## src/rtl/acq_seq_pkg.sv

```systemverilog
// Shared types and default widths for the acquisition sequencer.
package acq_seq_pkg;

  localparam int unsigned BRAM_WIDTH_DEF    = 13;
  localparam int unsigned NACQ_WIDTH_DEF    = 16;
  localparam int unsigned TIMEOUT_WIDTH_DEF = 32;

  typedef enum logic [2:0] {
    ST_IDLE       = 3'd0,
    ST_ARM        = 3'd1,
    ST_WAIT_BUSY  = 3'd2,
    ST_WAIT_READY = 3'd3,
    ST_NEXT       = 3'd4
  } acq_state_e;

endpackage

```

## src/rtl/acq_timeout_counter.sv

```systemverilog
// Wait-phase cycle counter; expired flags the cycle on which the limit-th wait
// cycle elapses (limit of 0 never expires).
module acq_timeout_counter #(
  parameter int unsigned WIDTH = acq_seq_pkg::TIMEOUT_WIDTH_DEF
) (
  input  logic             clk,
  input  logic             aresetn,
  input  logic             clear,
  input  logic             enable,
  input  logic [WIDTH-1:0] limit,
  output logic             expired
);

  logic [WIDTH-1:0] cnt_q;

  // Saturating so a disabled (zero) limit can run indefinitely.
  always_ff @(posedge clk or negedge aresetn) begin
    if (!aresetn) begin
      cnt_q <= '0;
    end else if (clear) begin
      cnt_q <= '0;
    end else if (enable && (cnt_q != '1)) begin
      cnt_q <= cnt_q + WIDTH'(1);
    end
  end

  // cnt_q holds the wait cycles already completed, so the current cycle is cnt_q+1.
  assign expired = enable && (limit != '0) && (cnt_q == (limit - WIDTH'(1)));

endmodule

```

## src/rtl/acq_sequencer.sv

```systemverilog
// Sequences n_acq BRAM acquisitions: restart the write-enable generator, wait for
// it to go busy then ready again, and repeat; supports abort and a live timeout.
module acq_sequencer
  import acq_seq_pkg::*;
#(
  parameter int unsigned BRAM_WIDTH    = BRAM_WIDTH_DEF,
  parameter int unsigned NACQ_WIDTH    = NACQ_WIDTH_DEF,
  parameter int unsigned TIMEOUT_WIDTH = TIMEOUT_WIDTH_DEF
) (
  input  logic                     clk,
  input  logic                     aresetn,
  input  logic                     start,
  input  logic                     abort,
  input  logic [NACQ_WIDTH-1:0]    n_acq,
  input  logic [BRAM_WIDTH-1:0]    count_max_in,
  input  logic [TIMEOUT_WIDTH-1:0] timeout,
  input  logic                     wr_ready,
  output logic                     restart,
  output logic [BRAM_WIDTH-1:0]    count_max,
  output logic [NACQ_WIDTH-1:0]    acq_index,
  output logic                     busy,
  output logic                     done,
  output logic                     aborted,
  output logic                     timed_out
);

  acq_state_e state_q, state_d;

  logic [NACQ_WIDTH-1:0] n_lat_q, n_lat_d;
  logic [NACQ_WIDTH-1:0] acq_index_d;
  logic [BRAM_WIDTH-1:0] count_max_d;
  logic                  restart_d, done_d, aborted_d, timed_out_d, busy_d;
  logic                  tmo_clear, tmo_enable, tmo_expired;

  acq_timeout_counter #(
    .WIDTH (TIMEOUT_WIDTH)
  ) u_tmo (
    .clk     (clk),
    .aresetn (aresetn),
    .clear   (tmo_clear),
    .enable  (tmo_enable),
    .limit   (timeout),
    .expired (tmo_expired)
  );

  // Next state and next output values; abort overrides every other decision.
  always_comb begin
    state_d     = state_q;
    n_lat_d     = n_lat_q;
    acq_index_d = acq_index;
    count_max_d = count_max;
    aborted_d   = aborted;
    timed_out_d = timed_out;
    done_d      = 1'b0;
    tmo_clear   = 1'b0;
    tmo_enable  = 1'b0;

    case (state_q)
      ST_IDLE: begin
        if (start && !abort && (n_acq != '0)) begin
          state_d     = ST_ARM;
          n_lat_d     = n_acq;
          count_max_d = count_max_in;
          acq_index_d = '0;
          aborted_d   = 1'b0;
          timed_out_d = 1'b0;
        end
      end
      ST_ARM: begin
        tmo_clear = 1'b1;
        state_d   = ST_WAIT_BUSY;
      end
      ST_WAIT_BUSY: begin
        tmo_enable = 1'b1;
        if (tmo_expired) begin
          state_d     = ST_IDLE;
          timed_out_d = 1'b1;
        end else if (!wr_ready) begin
          state_d = ST_WAIT_READY;
        end
      end
      ST_WAIT_READY: begin
        tmo_enable = 1'b1;
        if (tmo_expired) begin
          state_d     = ST_IDLE;
          timed_out_d = 1'b1;
        end else if (wr_ready) begin
          state_d = ST_NEXT;
        end
      end
      ST_NEXT: begin
        acq_index_d = acq_index + NACQ_WIDTH'(1);
        if (acq_index_d == n_lat_q) begin
          done_d  = 1'b1;
          state_d = ST_IDLE;
        end else begin
          state_d = ST_ARM;
        end
      end
      default: begin
        state_d = ST_IDLE;
      end
    endcase

    if (abort && (state_q != ST_IDLE)) begin
      state_d     = ST_IDLE;
      aborted_d   = 1'b1;
      done_d      = 1'b0;
      timed_out_d = timed_out;
      acq_index_d = acq_index;
    end

    restart_d = (state_d == ST_ARM);
    busy_d    = (state_d != ST_IDLE);
  end

  always_ff @(posedge clk or negedge aresetn) begin
    if (!aresetn) begin
      state_q <= ST_IDLE;
    end else begin
      state_q <= state_d;
    end
  end

  // Registered outputs track the state they describe.
  always_ff @(posedge clk or negedge aresetn) begin
    if (!aresetn) begin
      n_lat_q   <= '0;
      acq_index <= '0;
      count_max <= '0;
      restart   <= 1'b0;
      busy      <= 1'b0;
      done      <= 1'b0;
      aborted   <= 1'b0;
      timed_out <= 1'b0;
    end else begin
      n_lat_q   <= n_lat_d;
      acq_index <= acq_index_d;
      count_max <= count_max_d;
      restart   <= restart_d;
      busy      <= busy_d;
      done      <= done_d;
      aborted   <= aborted_d;
      timed_out <= timed_out_d;
    end
  end

endmodule

```

## config.mk

```make
export PLATFORM = sky130hd
export DESIGN_NAME = acq_sequencer
export DESIGN_NICKNAME = d
export VERILOG_FILES = /design/src/rtl/acq_seq_pkg.sv /design/src/rtl/acq_timeout_counter.sv /design/src/rtl/acq_sequencer.sv
export SDC_FILE = /design/constraint.sdc
export NUM_CORES = 1
export LEC_CHECK = 0
export ABC_AREA = 0
export BUFFER_PORTS_ARGS = -buffer_cell sky130_fd_sc_hd__clkbuf_2
export CAP_MARGIN = 10
export CORE_AREA = 2 2 99 125
export CTS_CLUSTER_SIZE = 10
export DETAILED_ROUTE_END_ITERATION = 10
export DIE_AREA = 0 0 101 127
export PLACE_DENSITY = 0.72
export REMOVE_ABC_BUFFERS = 1
export SYNTH_ARGS = -nofsm -noshare
export SYNTH_HDL_FRONTEND = slang
export SYNTH_SLANG_ARGS = --single-unit
```

## constraint.sdc

```tcl
create_clock -name clk -period 3.6 [get_ports clk]
set_clock_uncertainty 0.05 [all_clocks]
set_input_delay 0.18 -clock clk [delete_from_list [all_inputs] [get_ports clk]]
set_output_delay 0.18 -clock clk [all_outputs]
set_load 0.03 [all_outputs]
```

Word-level counts from Yosys, hierarchy flattened
Cells that the tools add are included.
{ "word_totals": {"ff_bits": 85, "inputBits": 66, "out_inout_bits": 34, "elab_cells": 68} }
{ "op_classes": {"reduce_logical": 22, "n_bitwise": 1, "n_addsub": 3, "n_eq_ne": 10, "n_mux": 22} }
{ "op_table": {"columns": ["cell", "n"], "rows": [
  ["$mux 32", 2],
  ["$add 32x1->32 const B", 1],
  ["$eq 32x32->1", 1],
  ["$ne 32x32->1 const B", 1],
  ["$pmux 16 s2", 1],
  ["$reduce_bool 32->1", 1],
  ["$sub 32x1->32 const B", 1],
  ["$mux 3", 6],
  ["$add 16x1->16 const B", 1],
  ["$eq 16x16->1", 1],
  ["$mux 16", 1],
  ["$reduce_bool 16->1", 1],
  ["$pmux 3 s5", 1],
  ["$mux 1", 10],
  ["$reduce_bool 2->1", 5],
  ["$eq 3x1->1 const B", 2],
  ["$eq 3x2->1 const B", 2],
  ["$logic_and 1x1->1", 6],
  ["$reduce_bool 3->1", 2],
  ["$reduce_and 2->1", 2],
  ["$reduce_and 4->1", 1],
  ["$eq 3x3->1 const B", 1],
  ["$logic_not 3->1", 1],
  ["$reduce_and 3->1", 1],
  ["6 further kinds", 6]
]} }

Longest topological paths before layout
{ "depth": {"depth_word": 9, "ltp_mapped": 11, "depth_no_buf": 10} }

Hierarchy
A second synthesis with hierarchy kept.
{ "hier_totals": {"cells_unflattened": 621, "area_unflattened_um2": 5685.5} }
{ "modules_own_cells": {"columns": ["module", "area_per_inst_um2", "seq_area_each_um2", "cells_per_inst", "instances"], "rows": [
  ["acq_timeout_counter", 2846.5, 800.8, 350, 1],
  ["acq_sequencer", 2839.0, 1326.3, 271, 1]
]} }

Worst setup path before layout
No wires, ideal clock.
{ "synth_timing": {"path_type": "register to register", "from": "reg acq_index[4]", "to": "reg busy", "n_path_buf": 1, "required_ps": 3410, "slack_ps": 378, "setup_ps": 140, "synth_period_minus_slack_ps": 3222, "stages_incl_launch_ff": 10, "arrival_time_ps": 3032, "path_cell_list": "dfrtp_1 -> clkbuf_1 -> nand4_1 -> nor3_1 -> nand3_1 -> xnor2_1 -> or4_1 -> or4b_2 -> o21bai_1 -> o21ai_0"} }
{ "synth_between": {"elab_chain_cells": 6} }
{ "synth_rtl": {"columns": ["item", "line", "source"], "rows": [
  ["from (decl)", "acq_sequencer.sv:20", "output logic [NACQ_WIDTH-1:0] acq_index,"],
  ["from (signal assigned)", "acq_sequencer.sv:138", "acq_index <= acq_index_d;"],
  ["$add 16x1->16", "acq_sequencer.sv:92", "acq_index_d = acq_index + NACQ_WIDTH'(1);"],
  ["$eq 16x16->1", "acq_sequencer.sv:93", "if (acq_index_d == n_lat_q) begin"],
  ["$mux 1", "acq_sequencer.sv:93", null],
  ["$pmux 3 s5", "acq_sequencer.sv:58", "case (state_q)"],
  ["$mux 3", "acq_sequencer.sv:105", "if (abort && (state_q != ST_IDLE)) begin"],
  ["$reduce_bool 3->1", "acq_sequencer.sv:114", "busy_d = (state_d != ST_IDLE);"],
  ["net busy_d", "acq_sequencer.sv:32", "logic restart_d, done_d, aborted_d, timed_out_d, busy_d;"],
  ["to (signal assigned)", "acq_sequencer.sv:141", "busy <= busy_d;"],
  ["to (decl)", "acq_sequencer.sv:21", "output logic busy,"]
]} }
The timed path passes the listed nets, and every way through them passes these cells.
A chain may end at the register's enable or synchronous reset.

Final worst setup path
{ "layout_timing": {"from": "reg acq_index[0]", "to": "reg busy"} }
Same word-level chain as after synthesis.

==> results.md <==
- Status: finished, violations left
- Failing checks: negative hold slack
- R2R depth: 9
- Initial core utilization: 49.65%
- RSZ-0062 raised after global routing: no
- Fraction of layout cells with a size suffix above 1: 23.03%
- Number of buffers on the longest clock path: 2
- CTS tree: done
- Latest clock arrival within the worst-skew pair: 0.33 ns
- Yosys cell types: 61
- Hold Slack: -0.009137 ns
- NumNets Final: 812
- P_sw: 831.9 µW
- Tot Pwr: 2713 µW
- Via/cell ratio: 5.999
- Total die area: 12830 µm²
- Clock slew at reported path FFs: 0.07 ns
- Fill count: 1054
- PwrDens: 404.6 nW/µm²
- Worst VDD drop: 205.5 µV
- Die height: 127 µm
- Sequential fraction of design power: 42.5%
- Placer congestion estimate: 0.9589
- Slew margin rel.: 27.84%
- H-tree levels: 3
- Max incr delay on CP: 0.64 ns
- I/O Buffers: 99
- Syn avg cell area: 8.914 µm²
- # hold bufs at CTS: 0
- CP Capture Type: flop
- Mapped Cells: 644
- Core Area: 11560 µm²
- Max Fclk: 298.0 MHz
- Synth Warn #: 0
- Resized cells post-CTS: 0
- WP data arrival: 3.48 ns
- Post-route DRC: 0
- Worst path depth: 9
- ANT nets after route: 0
- Drt initial violations: 260
- CP bufs+invs: 1
- Top_reg_cell synth: dfrtp_1
- Row cnt: 44
- Number of global-route vias before repair: 5353
- Mapped Area: 5741 µm²
- Critical path type: reg2reg
- Vias post-DR: 5309
- Max-slew violations: 0
- Routed Wire Length: 15760 µm
- M3 GR Usage: 4.048%
- CTS sink count: 85
- Combinational fraction of design power: 22.5%
- WL per Instance: 17.81 µm
- Pint: 1881 µW
- Finished Core Util: 58.00%
- Post-CTS Setup Bufs: 0
- Delay-heaviest family, CP: simple AND/OR/NAND/NOR gates
- Leak: 0.002818 µW
- Critical path cell sequence: nand4_1 -> nor3_1 -> buf_4 -> nand3_1 -> xnor2_1 -> or4_1 -> or4b_2 -> o21bai_1 -> o21ai_0
- Worst path slowest cell: or4b_2
- MaxCap Viol Count: 0
- Hold Vio Cnt, Final: 18
- Congestion Overflow GR: 0
- IO Pins: 100
- Post-Route Setup TNS: 0 ns
- Tcrit/Tclk final: 93.22%
- Number of synthesized flops with an enable pin: 0
- Synth-to-layout area growth: 16.80%
- Switching fraction of total power: 30.67%
- Async SR Flop Fraction: 100.0%
- First-pass GRT wire length: 25670 µm
- CP max FO: 9
- Clock power frac: 35.0%
- GR Layer Usage met1: 30.62%
- Width of the die: 101 µm
- Min-delay worst type: in2async
- GRT busiest layer: met2
- Post-DP HPWL: 12100 µm
- Sequential area share after synthesis: 37.05%
- M2 GR Usage: 43.06%
- Min Tclk post-route: 3.356 ns
- Setup crit start kind: flop
- Root Driver: clkbuf_16
- Critical path required time: 3.73 ns
- Total Routing Usage GR: 24.99%
- Initial antenna violation count: 0
- Largest net degree at the start of global routing: 86
- Endpoints failing setup: 0
- Number of antenna diodes: 0
- Synth Register Bits: 85
- Actual slew at the worst max-slew pin: 1.082 ns
- TritonCTS buffer count: 9
- Pre-Repair DR Iteration Count: 5
[worst paths after layout]
check                                    startpoint                       end  slack (ns)
max reg2reg                acq_index[0]$_DFFE_PN0P_            busy$_DFF_PN0_        0.24
max                        acq_index[0]$_DFFE_PN0P_            busy$_DFF_PN0_        0.24
min                                         aresetn    n_lat_q[7]$_DFFE_PN0P_      -0.009
min reg2reg                count_max[7]$_DFFE_PN0P_  count_max[7]$_DFFE_PN0P_        0.45
max in group asynchronous                   aresetn  count_max[8]$_DFFE_PN0P_        2.81
min in group clk                    count_max_in[1]  count_max[1]$_DFFE_PN0P_        0.03
[state kept, by name (all words and copies together) (netlist names)]
name / flops
u_tmo.cnt_q: 32
acq_index: 16
n_lat_q: 16
count_max: 13
state_q: 3
aborted: 1
busy: 1
done: 1
restart: 1
timed_out: 1
[stage by stage]
| stage | setup WS, ns | hold slack, ns | std cells | cell area, µm² |
|---|---|---|---|---|
| finish | 0.2441 | -0.009137 | 885 | 6705 |
| global route | 0.1379 | 0.02101 | 885 | 6705 |
| CTS | 0.2530 | 0.01861 | 885 | 6705 |
| detailed placement | 0.3085 | 0.3680 | 869 | 6396 |
| global placement | 0.3915 | 0.3645 | 869 | 6396 |
| floorplan | 0.4952 | -0.1656 | 620 | 5630 |
[logic make-up (layout without fill, tap and decap cells)]
logic type / Yosys count / after routing / synth area share, %
adders and majority gates: 4 / 4 / 0.8719
xor gates and xnor gates: 94 / 94 / 14.34
and+or+nand+nor: 309 / 309 / 29.51
AOI/OAI and AO/OA: 84 / 84 / 9.307
buffers and inverters: 36 / 139 / 2.703
DFF: 85 / 85 / 37.05
muxes: 32 / 32 / 6.212
[final cells by class]
type	count	area [µm²]	share of cell area, %
Clock buffer	10	239.0	3.564
Clock inverter	6	70.07	1.045
Inverter	12	45.04	0.6718
Multi-Input combinational cell	523	3463	51.65
Sequential cell	85	2127	31.72
Tap cell	138	172.7	2.575
Timing Repair Buffer	111	588.1	8.770
[placed cells by master (no fill, tap or decap), types with 3 or more instances in the layout]
cell type   count
nor2b_1         5
dfrtp_1        85
o31a_1          4
o211ai_1        4
nand4_1        17
clkinvlp_4      3
clkbuf_16       9
xor2_1         35
nor2_1         74
o41ai_1         3
nand2b_1        8
o21ai_0        32
and2_1          8
nor4_1         27
buf_4          13
a21oi_1        12
clkbuf_2       98
mux2i_1         3
or4_1           7
and4_1          7
or2_2           3
nor3_1         25
inv_1          12
ha_1            4
or3_1          11
nor4b_1         5
xnor2_1        59
o31ai_1        10
mux2_2         29
nand2_1        46
nand3b_1        4
nand3_1        30
nor3b_1         5
and3_1          8
a31oi_1         4
[synth_stat cells (all sizes together) (9+ instances only)]
library cell / instances / area (µm²)
dfrtp: 85 / 2127
nor2: 74 / 277.8
xnor2: 59 / 516.8
nand2: 46 / 172.7
xor2: 35 / 306.5
o21ai: 33 / 165.2
nand3: 31 / 160.1
mux2: 29 / 326.6
nor4: 29 / 193.9
nor3: 27 / 157.7
clkbuf: 17 / 63.81
nand4: 17 / 106.4
a21oi: 12 / 60.06
inv: 12 / 45.04
or3: 12 / 80.08
o31ai: 10 / 75.07
and2: 9 / 56.31
or4: 9 / 75.07
[metal layers]
layer | wire length [µm] | part of all wire [%]
met3 | 815 | 5.2
met2 | 7905 | 50
met1 | 6463 | 41
met5 | 0 | 0
met4 | 573 | 3.6
[worst reg2reg max path, stage by stage, from the launching register on]
cell      delay (ns)
dfrtp_1         0.52
nand4_1         0.24
nor3_1          0.19
buf_4           0.17
nand3_1         0.13
xnor2_1         0.20
or4_1           0.51
or4b_2          0.64
o21bai_1        0.37
o21ai_0         0.18
[power by group through the flow]
stage          Combinational [µW]  Clock [µW]  Sequential (µW)
5_1_grt                       666        1000             1170
3_5_place_dp                  611           0             1170
3_3_place_gp                  593           0             1160
2_1_floorplan                 307           0             1240
6_report                      609         950             1150
4_1_cts                       614         963             1150
Power figures use the tool's default switching activity.
